**src/rtl/uart_rx.sv**
```systemverilog
// uart_rx: 8N1 serial receiver, 5x oversampled, LSB-first.
//
// Runs on the prescaler's 5x-baud clock. The raw rx pin is synchronized through
// two flops, frames are recovered with a per-bit phase counter, and each good
// byte is offered to the consumer through a valid/ack handshake.
//
// Optional build macro: UART_MAJORITY_EN
//   defined   : each bit is the 2-of-3 majority of the samples at phases 1,2,3,
//               decided at phase 3 (one cycle more latency).
//   undefined : single sample at phase 2.
//
// Ports:
//   clk      in   5x-baud clock
//   rst      in   synchronous, active-high reset
//   rx       in   raw asynchronous serial input, idle high
//   data     out  received byte, held stable while valid=1
//   valid    out  byte available
//   ack      in   consumer takes the byte
//   overrun  out  sticky: a byte was lost, cleared by ack
//   ferr     out  one-cycle pulse: stop bit sampled low
//   brk      out  one-cycle pulse: break (all-zero frame with low stop bit)
module uart_rx #(
  parameter int OVERSAMPLE = 5,
  parameter int DATA_BITS  = 8
) (
  input  logic                 clk,
  input  logic                 rst,
  input  logic                 rx,
  output logic [DATA_BITS-1:0] data,
  output logic                 valid,
  input  logic                 ack,
  output logic                 overrun,
  output logic                 ferr,
  output logic                 brk
);

  localparam int IDX_W = $clog2(DATA_BITS);
  localparam logic [2:0]       PH_LAST  = 3'(OVERSAMPLE - 1);
  localparam logic [IDX_W-1:0] IDX_LAST = IDX_W'(DATA_BITS - 1);

  typedef enum logic [2:0] {
    IDLE     = 3'd0,
    START    = 3'd1,
    DATA     = 3'd2,
    STOP     = 3'd3,
    BRK_WAIT = 3'd4
  } state_t;

  state_t               state, state_d;
  logic                 rx_p0, rx_s;
  logic [2:0]           phase, phase_d;
  logic [IDX_W-1:0]     bit_idx;
  logic [DATA_BITS-1:0] shift_p1;
  logic                 bit_val;
  logic                 shift_en;
  logic                 stop_eval;

`ifdef UART_MAJORITY_EN
  localparam logic [2:0] PH_DEC = 3'd3;

  function automatic logic maj3(input logic a, input logic b, input logic c);
    return (a & b) | (a & c) | (b & c);
  endfunction

  logic samp1_p0, samp2_p0;

  // Capture the early samples; the third one is rx_s itself at phase 3.
  always_ff @(posedge clk) begin
    if (phase == 3'd1) samp1_p0 <= rx_s;
    if (phase == 3'd2) samp2_p0 <= rx_s;
  end

  assign bit_val = maj3(samp1_p0, samp2_p0, rx_s);
`else
  localparam logic [2:0] PH_DEC = 3'd2;

  assign bit_val = rx_s;
`endif

  // Next-state and per-cycle strobes.
  always_comb begin
    state_d   = state;
    shift_en  = 1'b0;
    stop_eval = 1'b0;
    case (state)
      IDLE: begin
        if (!rx_s) state_d = START;
      end
      START: begin
        if (phase == PH_DEC && bit_val) state_d = IDLE;
        else if (phase == PH_LAST)      state_d = DATA;
      end
      DATA: begin
        if (phase == PH_DEC) shift_en = 1'b1;
        if (phase == PH_LAST && bit_idx == IDX_LAST) state_d = STOP;
      end
      STOP: begin
        if (phase == PH_DEC) begin
          stop_eval = 1'b1;
          // A break leaves the line low; wait for it to rise before re-arming.
          if (!bit_val && shift_p1 == '0) state_d = BRK_WAIT;
          else                             state_d = IDLE;
        end
      end
      BRK_WAIT: begin
        if (rx_s) state_d = IDLE;
      end
      default: state_d = IDLE;
    endcase
  end

  // Phase runs only inside a frame and restarts at 0 whenever a frame begins.
  always_comb begin
    phase_d = 3'd0;
    if (state != IDLE && state != BRK_WAIT &&
        state_d != IDLE && state_d != BRK_WAIT) begin
      phase_d = (phase == PH_LAST) ? 3'd0 : phase + 3'd1;
    end
  end

  // Stage p0: synchronizer, FSM and control registers.
  always_ff @(posedge clk) begin
    if (rst) begin
      rx_p0   <= 1'b1;
      rx_s    <= 1'b1;
      state   <= IDLE;
      phase   <= 3'd0;
      bit_idx <= '0;
      valid   <= 1'b0;
      overrun <= 1'b0;
      ferr    <= 1'b0;
      brk     <= 1'b0;
      data    <= '0;
    end else begin
      rx_p0 <= rx;
      rx_s  <= rx_p0;
      state <= state_d;
      phase <= phase_d;

      if (state == START)                          bit_idx <= '0;
      else if (state == DATA && phase == PH_LAST)  bit_idx <= bit_idx + 1'b1;

      ferr <= 1'b0;
      brk  <= 1'b0;

      if (valid && ack) begin
        valid   <= 1'b0;
        overrun <= 1'b0;
      end

      // Stop-bit decision; a simultaneous ack frees the slot for the new byte.
      if (stop_eval) begin
        if (bit_val) begin
          if (!valid || ack) begin
            data    <= shift_p1;
            valid   <= 1'b1;
            overrun <= 1'b0;
          end else begin
            overrun <= 1'b1;
          end
        end else if (shift_p1 == '0) begin
          brk <= 1'b1;
        end else begin
          ferr <= 1'b1;
        end
      end
    end
  end

  // Stage p1: data shift register, LSB arrives first so shift toward bit 0.
  always_ff @(posedge clk) begin
    if (shift_en) shift_p1 <= {bit_val, shift_p1[DATA_BITS-1:1]};
  end

endmodule

```
**config.mk**
```make
export PLATFORM = sky130hd
export DESIGN_NAME = uart_rx
export DESIGN_NICKNAME = d
export VERILOG_FILES = /design/src/rtl/uart_rx.sv
export SDC_FILE = /design/constraint.sdc
export NUM_CORES = 1
export LEC_CHECK = 0
export ABC_CLOCK_PERIOD_IN_PS = 3700
export CORE_MARGIN = 5
export CORE_UTILIZATION = 30
export CTS_BUF_LIST = sky130_fd_sc_hd__clkbuf_16
export DETAILED_ROUTE_END_ITERATION = 8
export GPL_TIMING_DRIVEN = 0
export MAX_ROUTING_LAYER = met4
export SLEW_MARGIN = 20
export SYNTH_ARGS = -nofsm -noshare
export SYNTH_HDL_FRONTEND = slang
export SYNTH_SLANG_ARGS = --single-unit
```
**constraint.sdc**
```tcl
create_clock -name clk -period 3.7 [get_ports clk]
set_input_delay 1.11 -clock clk [delete_from_list [all_inputs] [get_ports clk]]
set_output_delay 1.11 -clock clk [all_outputs]
set_load 0.01 [all_outputs]
```
Yosys cells after proc, flatten, opt, wreduce, memory -nomap -nowiden
Index checks and enable logic that the tools add are counted.
{ "classes": {"addsub": 2, "n_bitwise": 2, "n_eq_ne": 9, "n_mux": 21, "n_reduce_logical": 19} }
{ "ops": {"columns": ["operator", "n"], "rows": [
  ["3-bit two-way mux", 7],
  ["3-bit one-hot mux with 5 select lines", 1],
  ["1-bit two-way mux", 13],
  ["3-bit by 2-bit equality test with 1-bit output, second input constant", 3],
  ["3-bit equality test, second input constant", 3],
  ["1-bit logical AND", 8],
  ["8-bit logical NOT", 1],
  ["3-bit by 1-bit adder with 3-bit output, second input constant", 2],
  ["3-bit inequality test, second input constant", 2],
  ["3-bit nonzero test", 2],
  ["3-bit OR reduction", 2],
  ["3-bit by 1-bit equality test with 1-bit output, second input constant", 1],
  ["3-bit logical NOT", 1],
  ["3-bit AND reduction", 1],
  ["1-bit logical NOT", 2],
  ["1-bit NOT", 2],
  ["2-bit OR reduction", 1],
  ["1-bit logical OR", 1]
]} }
{ "totals": {"register_bits": 31, "wordCells": 64, "input_bits": 4, "out_inout_bits": 12} }

Logic depth before layout (Yosys ltp)
{ "logic_depth": {"depth_word": 10, "mapped_depth": 7, "mapped_depth_nobuf": 6} }

Worst setup path after synthesis
No wires, ideal clock.
{ "synth_timing": {"kind": "input -> register", "startpoint": "input ack", "endpoint": "register data[0]", "t_arrival_ns": 1.854, "n_path_buf": 1, "stages": 5, "setup_ns": 0.128, "path_slack_ns": 1.718, "path_cell_list": "nand2b_1 nor3b_1 buf_2 mux2i_1 nor2_1"} }
{ "synth_between": {"elab_chain_cells": 2} }
{ "synth_rtl": {"columns": ["item", "line", "rtl"], "rows": [
  ["from (decl)", "31", "input logic ack,"],
  ["1-bit logical OR", "154", "if (!valid || ack) begin"],
  ["3-bit AND reduction (no source line)", null, null],
  ["to (signal assigned)", "155", "data <= shift_p1;"],
  ["to (decl)", "29", "output logic [DATA_BITS-1:0] data,"]
]} }
Every way passes these cells.
A chain may end at the register's enable or synchronous reset.

Worst setup path after layout
{ "layout_timing": {"startpoint": "input rst", "endpoint": "register data[6]"} }
{ "layout_rtl": {"columns": ["item", "line", "rtl"], "rows": [
  ["from (decl)", "27", "input logic rst,"]
]} }
No word-level cell between the ends.

==> metrics.md <==
| Metric | Value |
|---|---|
| Fill cell count | 395 |
| Die Y | 75 um |
| GR Util met3 | 0.0374 |
| #FFs+latches synth | 31 |
| DR WL/cell | 12.4 um |
| Psw | 145 uW |
| Mapped Area | 0.00127 mm^2 |
| Routability cong. | 0.818 |
| Total clock sinks | 31 |
| Worst R2R Path Depth | 6 |
| Reg power frac | 0.469 |
| Hold path depth | 1 |
| Cells after synthesis | 114 |
| Commonest non-fill, non-tap cell in the layout | dfxtp_1 |
| CP required | 3.84 ns |
| Area grow syn2layout | 27.6% |
| GR Util met1 | 0.118 |
| Hold worst-path end | bit_val |
| Crit end category | flip-flop |
| FF-to-FF End | phase[0] |
| Final Hold Vio Count | 0 |
| Seq/Total Area, Yosys | 0.553 |
| Crit Path Max Fanout | 10 |
| I/O Buffers | 15 |
| DR vias/cell | 4.78 |
| Internal power | 600 uW |
| Clock Power Share | 0.504 |
| Core ar. | 0.00406 mm^2 |
| Fin nets | 145 |
| Max-Slew Margin vs Limit | 0.569 |
| Combinational power share | 0.027 |
| Total number of vias | 894 |
| R2R Setup Slk | 1.74 ns |
| PwrDens | 460 mW/mm^2 |
| Worst hold path startpoint | rx_p0 |
| Fin Setup TNS | 0 ns |
| Ports | 16 |
| CP Launch Type | input pin |
| Slew Viols, Final | 0 |
| Setup-failing EPs final | 0 |
| Max Cap Viol | 0 |
| Unrepaired setup endpoints after global routing | false |
| Setup bufs post-CTS | 0 |
| Sw frac | 0.194 |
| Vias in the first global route | 880 |
| CP Data Arrival Time | 2.48 ns |
| N_diodes | 0 |
| Initial antenna violation count | 0 |
| CTS clk-pin slew, worst paths | 0.05 ns |
| Initial Util | 0.312 |
| Synth unique cells | 38 |
| CTS tree | built |
| Overall Power | 744 uW |
| Most frequent cells in the layout | dfxtp_1, nor2_1, clkdlybuf4s50_1 |
| Syn Nets | 123 |
| Die area | 0.00563 mm^2 |
| Root Driver | clkbuf_16 |
| WS Path Type | in2reg |
| Initial DRC count | 18 |
| Syn Area/Cell | 11.1 um^2 |
| Post-synth EDFFs | 8 |
| Asr flop ratio synth | 0 |
| Layout cell share with drive strength beyond 1 | 0.117 |
| Largest net degree at the start of global routing | 11 |
| Worst min path class | reg2reg |
| DRC Markers | 0 |
| Grt peak-use layer | met2 |
| Hold buffer count at cts | 0 |
| Post-layout min period | 2.34 ns |
| Htree depth | 2 |
| Worst vdd ir | 0.276 mV |
| Post-route ant nets | 0 |
| Gr usage total | 0.0995 |
| Grt met2 use | 0.143 |
| YS warnings | 0 |
| # resized after CTS | 0 |
| Highest clock rate | 0.427 GHz |
| Clock Skew | 0.00613 ns |
| Die Span X | 75 um |
| Fin crit share | 0.633 |
| Status | finished clean |
| Ys flop type | dfxtp_1 |
| Worst Tran Pin Value | 0.644 ns |
| Skew-Pair Late Insertion Delay | 0.27 ns |
| GRT overflow | 0 |
| Num rows | 23 |
| Deepest clock path buffer count | 2 |
| Drt first pass iters | 4 |
| Clock buffer count from CTS | 5 |
| Dpl hpwl | 1700 um |
| First-pass GRT wire length | 3970 um |
| Final wirelength | 2330 um |
| P_leak | 0.000541 uW |
| Reg2Reg Launch Point | phase[0] |
-- power groups by stage --
| stage | registers (uW) | logic [uW] | clock network, uW |
|---|---|---|---|
| after global placement | 356 | 19.5 | 0 |
| after floorplan | 356 | 13.4 | 0 |
| after CTS | 349 | 20.5 | 383 |
| after global routing | 349 | 22.1 | 404 |
| after detailed placement | 356 | 20.4 | 0 |
| final | 349 | 20.1 | 375 |
-- how the worst max path moves through the flow --
| stage | startpoint | endpoint | slack [ns] | cells past startpoint |
|---|---|---|---|---|
| 2_1_floorplan | ack | data[0] | 1.72 | 5 |
| 6_report | rst | data[6] | 1.36 | 4 |
| 3_5_place_dp | rst | data[6] | 1.04 | 4 |
| 3_3_place_gp | rst | data[7] | 1.06 | 4 |
| 5_1_grt | rst | data[7] | 1.24 | 4 |
| 4_1_cts | rst | data[6] | 1.31 | 4 |
-- through the flow --
| step | instances | setup WS, ns | hold WS [ns] | area, um^2 | util |
|---|---|---|---|---|---|
| finish | 187 | 1.36 | 0.409 | 1620 | 0.399 |
| global route | 187 | 1.24 | 0.447 | 1620 | 0.399 |
| global placement | 179 | 1.06 | 0.395 | 1480 | 0.365 |
| floorplan | 114 | 1.72 | 0.389 | 1270 | - |
| CTS | 187 | 1.31 | 0.412 | 1620 | 0.399 |
| detailed placement | 179 | 1.04 | 0.398 | 1480 | 0.365 |
-- cell usage after synthesis, drive strengths merged (2+ instances only) --
| cell | n | area (um^2) |
|---|---|---|
| dfxtp | 23 | 460 |
| ha | 5 | 62.6 |
| nand2b | 3 | 21.3 |
| clkbuf | 3 | 11.3 |
| mux2i | 10 | 100 |
| a21oi | 4 | 23.8 |
| buf | 3 | 23.8 |
| nor2 | 16 | 60.1 |
| or2 | 3 | 18.8 |
| nor3b | 2 | 15.0 |
| nor3 | 7 | 35.0 |
| or4 | 3 | 26.3 |
| inv | 2 | 7.51 |
| edfxtp | 8 | 240 |
| nand2 | 4 | 15.0 |
| nand3b | 2 | 15.0 |
-- area by class of cell --
type                    count  area, um^2  area share
flip-flops and latches     31         701       0.433
well taps                  50        62.6      0.0387
multi-input cells          75         524       0.324
clock inverters             3        12.5     0.00773
repair buffers             15         150      0.0928
clock buffers               5         125      0.0773
inverters                   2        7.51     0.00464
plain buffers               6        35.0      0.0217
-- kinds of logic (layout without fill, tap and decap cells) --
| group | Yosys count | count (layout) | synth area share |
|---|---|---|---|
| flip-flops | 31 | 31 | 0.553 |
| adder cells (fa/ha/maj) | 5 | 5 | 0.0494 |
| buffers and inverters | 8 | 31 | 0.0336 |
| multiplexers | 10 | 10 | 0.0790 |
| XOR/XNOR | 2 | 2 | 0.0138 |
| AND/OR/NAND/NOR | 45 | 45 | 0.193 |
| AO/OA/AOI/OAI | 13 | 13 | 0.0780 |
-- state kept, by name, indices dropped and copies added (netlist names) --
register	flops
data	8
valid	1
bit_idx	3
brk	1
ferr	1
phase	3
state	3
rx_p0	1
shift_p1	8
overrun	1
bit_val	1
-- critical path, cell delays in order --
cell,delay (ns)
clkdlybuf4s50_1,0.50
clkbuf_1,0.36
clkbuf_1,0.41
nor2_1,0.10
-- metal layers --
metal  share of wire  up-vias  wire length, um
met5               0        -                0
met4           0.027        0               63
met3           0.043        6              101
met2            0.46       16             1060
met1            0.47      420             1100
li1                -      452                -
Power figures use the tool's default switching activity.
==> RTL change: new RTL, config.mk and constraints unchanged <==
Build with the macro `UART_MAJORITY_EN` defined.
--- a/src/rtl/uart_rx.sv
+++ b/src/rtl/uart_rx.sv
@@ -21,2 +21,4 @@
 //   brk      out  one-cycle pulse: break (all-zero frame with low stop bit)
+`define UART_MAJORITY_EN
+
 module uart_rx #(
Formal check against the unedited RTL: same outputs for any inputs over 10 cycles, from zero or initial values and one cycle with rst high; that may be too few to reach the edited logic, so the function may still have changed.
==> RTL change against the original RTL <==
Synthesized area up 9.6%. Power up 5.5%. Final cell count up 1.6%. Register-to-register slack better by 0.21 ns. Final area up 8.3%. Sequential cell count up 2. Setup slack better by 0.038 ns. Hold slack worse by 0.0043 ns. Wire length up 2.1%. Critical path type is now flip-flop to primary output. Largest power group unchanged.
==> RTL change: results (changes against the original RTL) <==
• compound-cell area share of the yosys netlist: 7.66%, -0.14 points
• hold-critical path endpoint: rx_s
• worst setup slack for register-to-register paths: 1.95 ns, +0.21 ns
• share of cell area taken by muxes after synthesis: 7.93%, +0.031 points
• actual slew at the worst max-slew pin: 0.624 ns, -0.0195 ns
• GP Congestion: 0.824, +0.83%
• maximum resistive drop on vdd: 270 uV, -2.2%
• layout net count: 148, +2.1%
• overall track demand over capacity in global routing: 8.89%, -1.1 points
• sequential standard cell area: 761 um2, +8.6%
• Critical Path Fanout Max: 4, -6
• clock-cell share of area: 8.14%, -0.36 points
• largest incremental delay on the critical path: 0.55 ns, +0.05 ns
• area taken by multi-input logic gates: 602 um2, +15%
• share of post-route cells with drive strength above 1: 16.7%, +5.0 points
• beginning of the critical path: valid
• Unique masters post-synth: 37, -2.6%
• relative contribution of the clock network to total power: 50.0%, -0.4 points
• run status: finished, final reports clean
• number of global-route vias before repair: 869, -1.3%
• most frequent cells after synthesis: sky130_fd_sc_hd__dfxtp_1, sky130_fd_sc_hd__nor2_1, sky130_fd_sc_hd__mux2i_1, sky130_fd_sc_hd__edfxtp_1, sky130_fd_sc_hd__ha_1
• CP Capture Point: valid
• sequential share of the synthesized area: 54.8%, -0.51 points
• proportion of total power due to net switching: 20.0%, +0.61 points
• share of power burned in combinational logic: 2.4%, -0.3 points
• number of synthesized flops with an enable pin: 10, +2
• post-synthesis share of cell area spent on full adders, half adders and majority gates: 7.12%, +2.2 points
• global-route wire length before repair: 4030 um, +1.4%
• most area-consuming cells after synthesis: sky130_fd_sc_hd__dfxtp_1, sky130_fd_sc_hd__edfxtp_1, sky130_fd_sc_hd__mux2i_1
• final HPWL from detailed placement: 1740 um, +2.6%
• Clock Skew: 0.00375 ns, -0.00238 ns
• xor and xnor fraction of the mapped netlist area: 0.631%, -0.75 points
• post-route worst hold slack: 0.405 ns, -0.00433 ns
• Syn Nets: 126, +2.4%
• non-clock inverter count in the final layout: 3, +1
• pin count of the biggest net entering global routing: 12, +1
• leakage: 0.000676 uW, +25%
• Data arrival, critical path: 1.19 ns, -1.29 ns
• multi-input logic cell count: 76, +1.3%
• filler cell count in the final layout: 418, +5.8%
• non-clock buffering overhead in the final layout: 9.71%, -1.7 points
• initial detailed-routing violation count: 47, +29
==> RTL change: changes by cell type in the layout (fill, tap and decap cells not counted), sizes merged, moves of 2 or more <==
| cell | change |
|---|---|
| clkbuf | -2 |
| ha | +2 |
| nor3 | -3 |
| edfxtp | +2 |
| nand2 | -2 |
| nor2b | +5 |
==> RTL change: per-layer routing <==
layer	GRT usage (%)	up-vias	part of all wire (%)
met1	9.38	411	44
met2	13.2	21	46
met5	-	-	0
met4	4.56	0	2.7
li1	-	455	-
met3	5.15	7	7.2
==> RTL change: metrics by stage <==
stage	instances	worst slack (ns)	area, um2	util (%)	total power (uW)
2_1_floorplan	115	1.88	1390	-	394
3_3_place_gp	182	1.33	1600	36.3	400
3_5_place_dp	182	1.29	1600	36.3	400
4_1_cts	190	1.38	1750	39.6	799
5_1_grt	190	1.36	1750	39.7	813
6_report	190	1.40	1750	39.7	785
